$ cat config.mk
export PLATFORM = sky130hd
export DESIGN_NAME = ibex_rf_write_sched_flat
export DESIGN_NICKNAME = d
export VERILOG_FILES = /design/src/rtl/ibex_rf_write_sched_if.sv /design/src/rtl/ibex_rf_write_sched.sv /design/src/flat_wrapper.sv
export SDC_FILE = /design/constraint.sdc
export NUM_CORES = 1
export LEC_CHECK = 0
export BUFFER_PORTS_ARGS = -buffer_cell sky130_fd_sc_hd__buf_2
export CORE_ASPECT_RATIO = 1.2
export CORE_MARGIN = 1.5
export CORE_UTILIZATION = 38
export CTS_CLUSTER_DIAMETER = 40
export DETAILED_ROUTE_END_ITERATION = 10
export PLACE_DENSITY_LB_ADDON = 0.25
export SYNTH_ARGS = -nofsm -noshare
export SYNTH_HDL_FRONTEND = slang
export SYNTH_SLANG_ARGS = --single-unit
export TNS_END_PERCENT = 10
$ cat constraint.sdc
create_clock -name clk_int -period 1.4 [get_ports clk_int]
set_input_delay 0.21 -clock clk_int [delete_from_list [all_inputs] [get_ports clk_int]]
set_output_delay 0.21 -clock clk_int [all_outputs]
set_load 0.01 [all_outputs]
$ cat src/rtl/ibex_rf_write_sched_if.sv
// Write-port bundle between the writeback/aux requesters, the scheduler and the register file.
// master drives requests and observes ready/rf_*; slave is the scheduler.
interface ibex_rf_write_sched_if #(
  parameter int unsigned DataWidth = 32
);
  logic                 wb_we;
  logic [4:0]           wb_waddr;
  logic [DataWidth-1:0] wb_wdata;
  logic                 wb_ready;
  logic                 aux_valid;
  logic [4:0]           aux_waddr;
  logic [DataWidth-1:0] aux_wdata;
  logic                 aux_ready;
  logic                 rf_we;
  logic [4:0]           rf_waddr;
  logic [DataWidth-1:0] rf_wdata;

  modport master (
    output wb_we, wb_waddr, wb_wdata, aux_valid, aux_waddr, aux_wdata,
    input  wb_ready, aux_ready, rf_we, rf_waddr, rf_wdata
  );

  modport slave (
    input  wb_we, wb_waddr, wb_wdata, aux_valid, aux_waddr, aux_wdata,
    output wb_ready, aux_ready, rf_we, rf_waddr, rf_wdata
  );
endinterface

$ cat src/rtl/ibex_rf_write_sched.sv
// Write-port scheduler for the latch register file: clearing sweep, then wb/aux arbitration.
// Define IBEX_RF_WSCHED_AUX_EN to enable the aux port and its starvation counter.
module ibex_rf_write_sched #(
  parameter bit                   RV32E       = 1'b0,
  parameter int unsigned          DataWidth   = 32,
  parameter logic [DataWidth-1:0] WordZeroVal = '0,
  parameter bit                   InitOnReset = 1'b1,
  parameter int unsigned          MaxAuxWait  = 4
) (
  input  logic                        clk_int,
  input  logic                        rst_ni,
  input  logic                        init_req_i,
  output logic                        init_busy_o,
  output logic                        init_done_o,
  output logic                        err_o,
  ibex_rf_write_sched_if.slave        bus
);

  typedef enum logic [0:0] {StInit, StRun} state_e;

  localparam logic [4:0] LastWord = RV32E ? 5'd15 : 5'd31;

  state_e               state_q, state_d;
  logic [4:0]           cnt_q, cnt_d;
  logic                 rf_we_q, rf_we_d;
  logic [4:0]           rf_waddr_q, rf_waddr_d;
  logic [DataWidth-1:0] rf_wdata_q, rf_wdata_d;
  logic                 done_q, done_d;
  logic                 err_q, err_d;

  logic                 boost, wb_ready, aux_ready, wb_acc, sel_aux;
  logic [4:0]           req_addr, addr_eff;
  logic [DataWidth-1:0] req_data;

`ifdef IBEX_RF_WSCHED_AUX_EN
  localparam int unsigned WaitW = $clog2(MaxAuxWait + 1);

  logic [WaitW-1:0] wait_q, wait_d;

  assign boost     = (wait_q == WaitW'(MaxAuxWait));
  assign aux_ready = (state_q == StRun) && bus.aux_valid && (!bus.wb_we || boost);

  always_comb begin
    wait_d = wait_q;
    if (!bus.aux_valid || aux_ready) begin
      wait_d = '0;
    end else if (!boost) begin
      wait_d = wait_q + WaitW'(1);
    end
  end

  always_ff @(posedge clk_int or negedge rst_ni) begin
    if (!rst_ni) begin
      wait_q <= '0;
    end else begin
      wait_q <= wait_d;
    end
  end
`else
  logic unused_aux;

  assign boost      = 1'b0;
  assign aux_ready  = 1'b0;
  assign unused_aux = ^{bus.aux_valid, MaxAuxWait};
`endif

  assign wb_ready = (state_q == StRun) && !boost;
  assign wb_acc   = bus.wb_we && wb_ready;
  // aux_ready already implies RUN and a valid aux request; wb wins unless boosted.
  assign sel_aux  = aux_ready && !wb_acc;
  assign req_addr = sel_aux ? bus.aux_waddr : bus.wb_waddr;
  assign req_data = sel_aux ? bus.aux_wdata : bus.wb_wdata;
  assign addr_eff = RV32E ? {1'b0, req_addr[3:0]} : req_addr;

  always_comb begin
    state_d    = state_q;
    cnt_d      = cnt_q;
    rf_we_d    = 1'b0;
    rf_waddr_d = rf_waddr_q;
    rf_wdata_d = rf_wdata_q;
    done_d     = 1'b0;
    err_d      = err_q | (bus.wb_we && (state_q == StInit));

    unique case (state_q)
      StInit: begin
        // Word 0 is hardwired zero, so the sweep starts at 1.
        rf_we_d    = 1'b1;
        rf_waddr_d = cnt_q;
        rf_wdata_d = WordZeroVal;
        cnt_d      = cnt_q + 5'd1;
        if (cnt_q == LastWord) begin
          state_d = StRun;
          cnt_d   = 5'd1;
          done_d  = 1'b1;
        end
      end
      StRun: begin
        if (wb_acc || sel_aux) begin
          rf_we_d    = (addr_eff != 5'd0);
          rf_waddr_d = addr_eff;
          rf_wdata_d = req_data;
        end
        if (init_req_i) begin
          state_d = StInit;
          cnt_d   = 5'd1;
        end
      end
      default: state_d = StRun;
    endcase
  end

  always_ff @(posedge clk_int or negedge rst_ni) begin
    if (!rst_ni) begin
      state_q    <= InitOnReset ? StInit : StRun;
      cnt_q      <= 5'd1;
      rf_we_q    <= 1'b0;
      rf_waddr_q <= 5'd0;
      rf_wdata_q <= WordZeroVal;
      done_q     <= 1'b0;
      err_q      <= 1'b0;
    end else begin
      state_q    <= state_d;
      cnt_q      <= cnt_d;
      rf_we_q    <= rf_we_d;
      rf_waddr_q <= rf_waddr_d;
      rf_wdata_q <= rf_wdata_d;
      done_q     <= done_d;
      err_q      <= err_d;
    end
  end

  assign bus.wb_ready  = wb_ready;
  assign bus.aux_ready = aux_ready;
  assign bus.rf_we     = rf_we_q;
  assign bus.rf_waddr  = rf_waddr_q;
  assign bus.rf_wdata  = rf_wdata_q;
  assign init_busy_o   = (state_q == StInit);
  assign init_done_o   = done_q;
  assign err_o         = err_q;

endmodule
$ cat src/flat_wrapper.sv
// flat-port wrapper written by rule: the top's interface ports become plain ports
module ibex_rf_write_sched_flat 
#(
  parameter bit                   RV32E       = 1'b0,
  parameter int unsigned          DataWidth   = 32,
  parameter logic [DataWidth-1:0] WordZeroVal = '0,
  parameter bit                   InitOnReset = 1'b1,
  parameter int unsigned          MaxAuxWait  = 4
)
  (clk_int, rst_ni, init_req_i, init_busy_o, init_done_o, err_o, bus_wb_we, bus_wb_waddr, bus_wb_wdata, bus_aux_valid, bus_aux_waddr, bus_aux_wdata, bus_wb_ready, bus_aux_ready, bus_rf_we, bus_rf_waddr, bus_rf_wdata);
  ibex_rf_write_sched_if #(.DataWidth(DataWidth)) bus_i ();
  input  logic clk_int;
  input  logic rst_ni;
  input  logic init_req_i;
  output logic init_busy_o;
  output logic init_done_o;
  output logic err_o;
  input wire logic [$bits(bus_i.wb_we)-1:0] bus_wb_we;
  input wire logic [$bits(bus_i.wb_waddr)-1:0] bus_wb_waddr;
  input wire logic [$bits(bus_i.wb_wdata)-1:0] bus_wb_wdata;
  input wire logic [$bits(bus_i.aux_valid)-1:0] bus_aux_valid;
  input wire logic [$bits(bus_i.aux_waddr)-1:0] bus_aux_waddr;
  input wire logic [$bits(bus_i.aux_wdata)-1:0] bus_aux_wdata;
  output wire logic [$bits(bus_i.wb_ready)-1:0] bus_wb_ready;
  output wire logic [$bits(bus_i.aux_ready)-1:0] bus_aux_ready;
  output wire logic [$bits(bus_i.rf_we)-1:0] bus_rf_we;
  output wire logic [$bits(bus_i.rf_waddr)-1:0] bus_rf_waddr;
  output wire logic [$bits(bus_i.rf_wdata)-1:0] bus_rf_wdata;
  assign bus_i.wb_we = bus_wb_we;
  assign bus_i.wb_waddr = bus_wb_waddr;
  assign bus_i.wb_wdata = bus_wb_wdata;
  assign bus_i.aux_valid = bus_aux_valid;
  assign bus_i.aux_waddr = bus_aux_waddr;
  assign bus_i.aux_wdata = bus_aux_wdata;
  assign bus_wb_ready = bus_i.wb_ready;
  assign bus_aux_ready = bus_i.aux_ready;
  assign bus_rf_we = bus_i.rf_we;
  assign bus_rf_waddr = bus_i.rf_waddr;
  assign bus_rf_wdata = bus_i.rf_wdata;
  ibex_rf_write_sched #(.RV32E(RV32E), .DataWidth(DataWidth), .WordZeroVal(WordZeroVal), .InitOnReset(InitOnReset), .MaxAuxWait(MaxAuxWait)) u_core (.clk_int(clk_int), .rst_ni(rst_ni), .init_req_i(init_req_i), .init_busy_o(init_busy_o), .init_done_o(init_done_o), .err_o(err_o), .bus(bus_i));
endmodule
==> results by stage <==
Timing:
- The final-report hold violation count is 0.
- The highest clock frequency the design can meet is 730 MHz.
- The worst hold slack is 147 ps.
- Across all setup checks in the final design, the least slack found is 30.6 ps.
- The clock skew is 4.57 ps.
- Setup repair after global routing could not meet its margin everywhere.
- The setup violation total in the final timing report is 0.
- The max-slew violation count was 0.
- The final setup TNS is 0 ps.
- The final critical path time including I/O delays and setup is 1370 ps.
- The final worst-path cycle share is 0.978.

Clock network:
- After clock tree synthesis, the clock-pin slew on the worst setup and hold paths is 80 ps.
- The maximum count of clock buffers along a single path is 2.
- Clock latency on the worst-skew pair, taken at its later pin, is 290 ps.
- The TritonCTS clock tree is yes.
- The number of clock sinks is 46.
- The total CTS buffers is 5.
- In this run the number of H-tree levels came out at 2.
- The root buffer cell is clkbuf_8.

Detailed routing:
- The detailed router's first-iteration violation count is 57.
- The detailed-route DRC error count is 0.
- The first detailed-routing pass took 4 iterations.
- The routed wirelength normalized by instance count is 12.7 µm.
- The number of vias per cell is 4.75.
- The post-detailed-routing wire length is 3980 µm.
- Detailed routing inserted a total of 1488 vias.
- The count of nets left with antenna violations once routing finished came out at 0.

Power:
- The sum of internal, switching and leakage power is 0.00375 W.
- The peak ir drop on the vdd network is 0.000940 V.
- In this run the static leakage power is 1.44 nW.
- The power per cell area is 1430 mW/mm².

Run:
- Across the run, the number of max-cap violations was 0.

Synth:
- The share of synthesized area in the top cell type comes to 0.583.
- By area the synthesized netlist is led by dfrtp_1, mux2i_1, nor2_1.
- The gate count after technology mapping is 162.
- The share of the Yosys chip area taken by registers is 0.596.
- The synthesis-stage register bit count is 46.
- The most instantiated flip-flop cell in the synthesis netlist is dfrtp_1.
- Yosys mapped a number of flops with a built-in enable equal to 0.
- In this run the mean area of a mapped cell was 11.9 µm².
- The cell taking the most area after synthesis is dfrtp_1.
- The synthesized area is 0.00193 mm².
- When the netlist entered floorplanning its net count stood at 244.
- The number of warning messages in the yosys log is 0.
- The number of library cell types mapped by synthesis is 28.
- Counting flops with an async set or reset pin after synthesis yields a share of 1.00.

Worst setup path:
- The worst setup path is launched from a register.
- For this design, the slowest cell found on the critical path is dfrtp_1.
- The most numerous cell type found on the critical path is ha_4.
- In this run the critical register-to-register path is launched from u_core.cnt_q[1]$_DFFE_PN0P_.
- The highest fanout seen on the critical path is 2.
- In this run the register-to-register setup slack is 30 ps.
- Tracing the worst setup path back leads to its startpoint at u_core.cnt_q[1]$_DFFE_PN0P_.
- The start-to-end type of the worst setup path is reg2reg.
- Data arrives at the worst endpoint at 1550 ps.
- The endpoint identified for the worst register-to-register timing path is u_core.bus.wb_ready$_DFF_PN0_.
- The biggest cell delay along the critical path is 420 ps.
- Traced cell by cell, the critical path runs through ha_4 > and3_4 > ha_4 > nor2b_1 > or2_1.
- The endpoint type of the worst setup path is a register.
- The logic depth of the worst register-to-register path is 5.
- At the worst endpoint, the required time is 1580 ps.

Floorplan:
- The die extent in x is 68.1 µm.
- The y dimension of the die is 81.1 µm.
- The total I/O pin count is 122.
- The initial core utilization is 0.394.
- The die area is 0.00553 mm².
- The number of placement rows is 28.
- The core area is 0.00490 mm².

Global route:
- Entering global routing, the biggest net connects 40 pins.
- The remaining global-route overflow is 0.
- The number of antenna violations at the first check in global routing is 0.
- Across every metal layer, demand over resource in global routing totals 0.153.
- The via count of the first global-routing pass was 1420.
- The first global-routing pass estimated 6380 µm of wire.

Min path:
- The worst hold path terminates at u_core.cnt_q[2]$_DFFE_PN0P_.
- The worst hold path was traced through 2 stages.
- The worst hold path belongs to the class in2reg.
- The worst hold path begins at init_req_i.

Cells and area:
- The number of fill cells is 453.
- Summing all flip-flop and latch instances after layout gives 0.00115 mm².
- The repair_antennas step left the layout with diodes totalling 0.
- The fraction of final layout cells with drive strength greater than 1 is 0.419.
- Once layout is complete, the utilization of the core stands at 0.533.
- The top cell types in the final layout, fill and taps aside, are buf_2, dfrtp_1, nor2_1.
- The area growth from synthesis to layout is 35.3%.
- The most common cell after layout, fill and taps aside is buf_2.
- The net count of the finished layout is 334.
- Summing all multi-input logic gate instances after layout gives 731 µm².

Place:
- The weighted congestion at the end of routability-driven global placement is 0.763.
- In this run the tool buffered the top-level ports with 82 buffer cells.
- Detailed placement ended at an HPWL of 2840 µm.
- Timing analysis after detailed placement gives a worst setup slack of -15.6 ps.

Run status:
- The flow ran to the end, and the final reports show no timing, DRC or antenna violations.
==> kinds of logic after synthesis <==
group / Yosys count / synth area share
AO/OA/AOI/OAI: 12 / 0.0401
XOR/XNOR: 2 / 0.00906
adder cells (fa/ha/maj): 3 / 0.0194
buffers and inverters: 13 / 0.0414
flip-flops: 46 / 0.596
multiplexers: 37 / 0.192
other: 1 / 0.00194
AND/OR/NAND/NOR: 48 / 0.100
==> worst max-delay path: cells and delay by family, from the launching register on <==
family	cells	cell delay (ps)
fa+ha+maj	2	330
flops	1	420
simple gates	3	510
==> layer usage <==
layer | wire, µm | global-route usage | share of wire
met5 | 0 | 0 | 0
met3 | 301 | 0.0388 | 0.076
met4 | 55 | 0.0580 | 0.014
met1 | 1710 | 0.187 | 0.43
met2 | 1910 | 0.256 | 0.48
==> synthesized netlist by cell type (all sizes together), types with 2 or more instances <==
library cell	count
dfrtp	45
nor2	38
mux2i	37
buf	8
a21oi	6
nand2	4
clkbuf	3
ha	3
inv	2
o32ai	2
==> report_power, final <==
part / switching, W / total, W / internal, W
sequential: 0.000147 / 0.00170 / 0.00155
combinational: 0.000537 / 0.00111 / 0.000569
clock: 0.000416 / 0.000941 / 0.000525
==> sequential cells by signal (all words and copies together) (netlist names) <==
signal / flops
u_core.bus.wb_ready: 1
u_core.bus.rf_wdata: 32
u_core.err_o: 1
u_core.init_done_o: 1
u_core.cnt_q: 5
u_core.bus.rf_we: 1
u_core.bus.rf_waddr: 5
==> how the worst max path moves through the flow <==
stage / endpoint / cells after the start
floorplan: u_core.cnt_q[4]$_DFFE_PN0P_ / 4
global placement: u_core.bus.wb_ready$_DFF_PN0_ / 5
detailed placement: u_core.bus.wb_ready$_DFF_PN0_ / 5
CTS: u_core.cnt_q[4]$_DFFE_PN0P_ / 4
global route: u_core.bus.wb_ready$_DFF_PN0_ / 5
finish: u_core.bus.wb_ready$_DFF_PN0_ / 5
==> layout make-up <==
cell class,instances,share of cell area
well taps,60,0.0287
multi-input cells,103,0.279
clock inverters,3,0.0153
flip-flops and latches,46,0.441
inverters,2,0.00287
clock buffers,5,0.0263
repair buffers,94,0.207
==> stage by stage <==
stage,std cells,area [µm²]
2_1_floorplan,162,1930
3_3_place_gp,302,2450
3_5_place_dp,302,2450
4_1_cts,312,2610
5_1_grt,313,2620
6_report,313,2620
==> timing repair <==
action | CTS | global route
pin swaps | 2 | 1
endpoints found under the hold margin | 17 | 0
buffers inserted | 1 | 1
gates resized for setup | 5 | 0
endpoints found under the setup margin | 2 | 2
hold buffers | 1 | 0
Note: power is estimated with default switching activity, not from simulation.
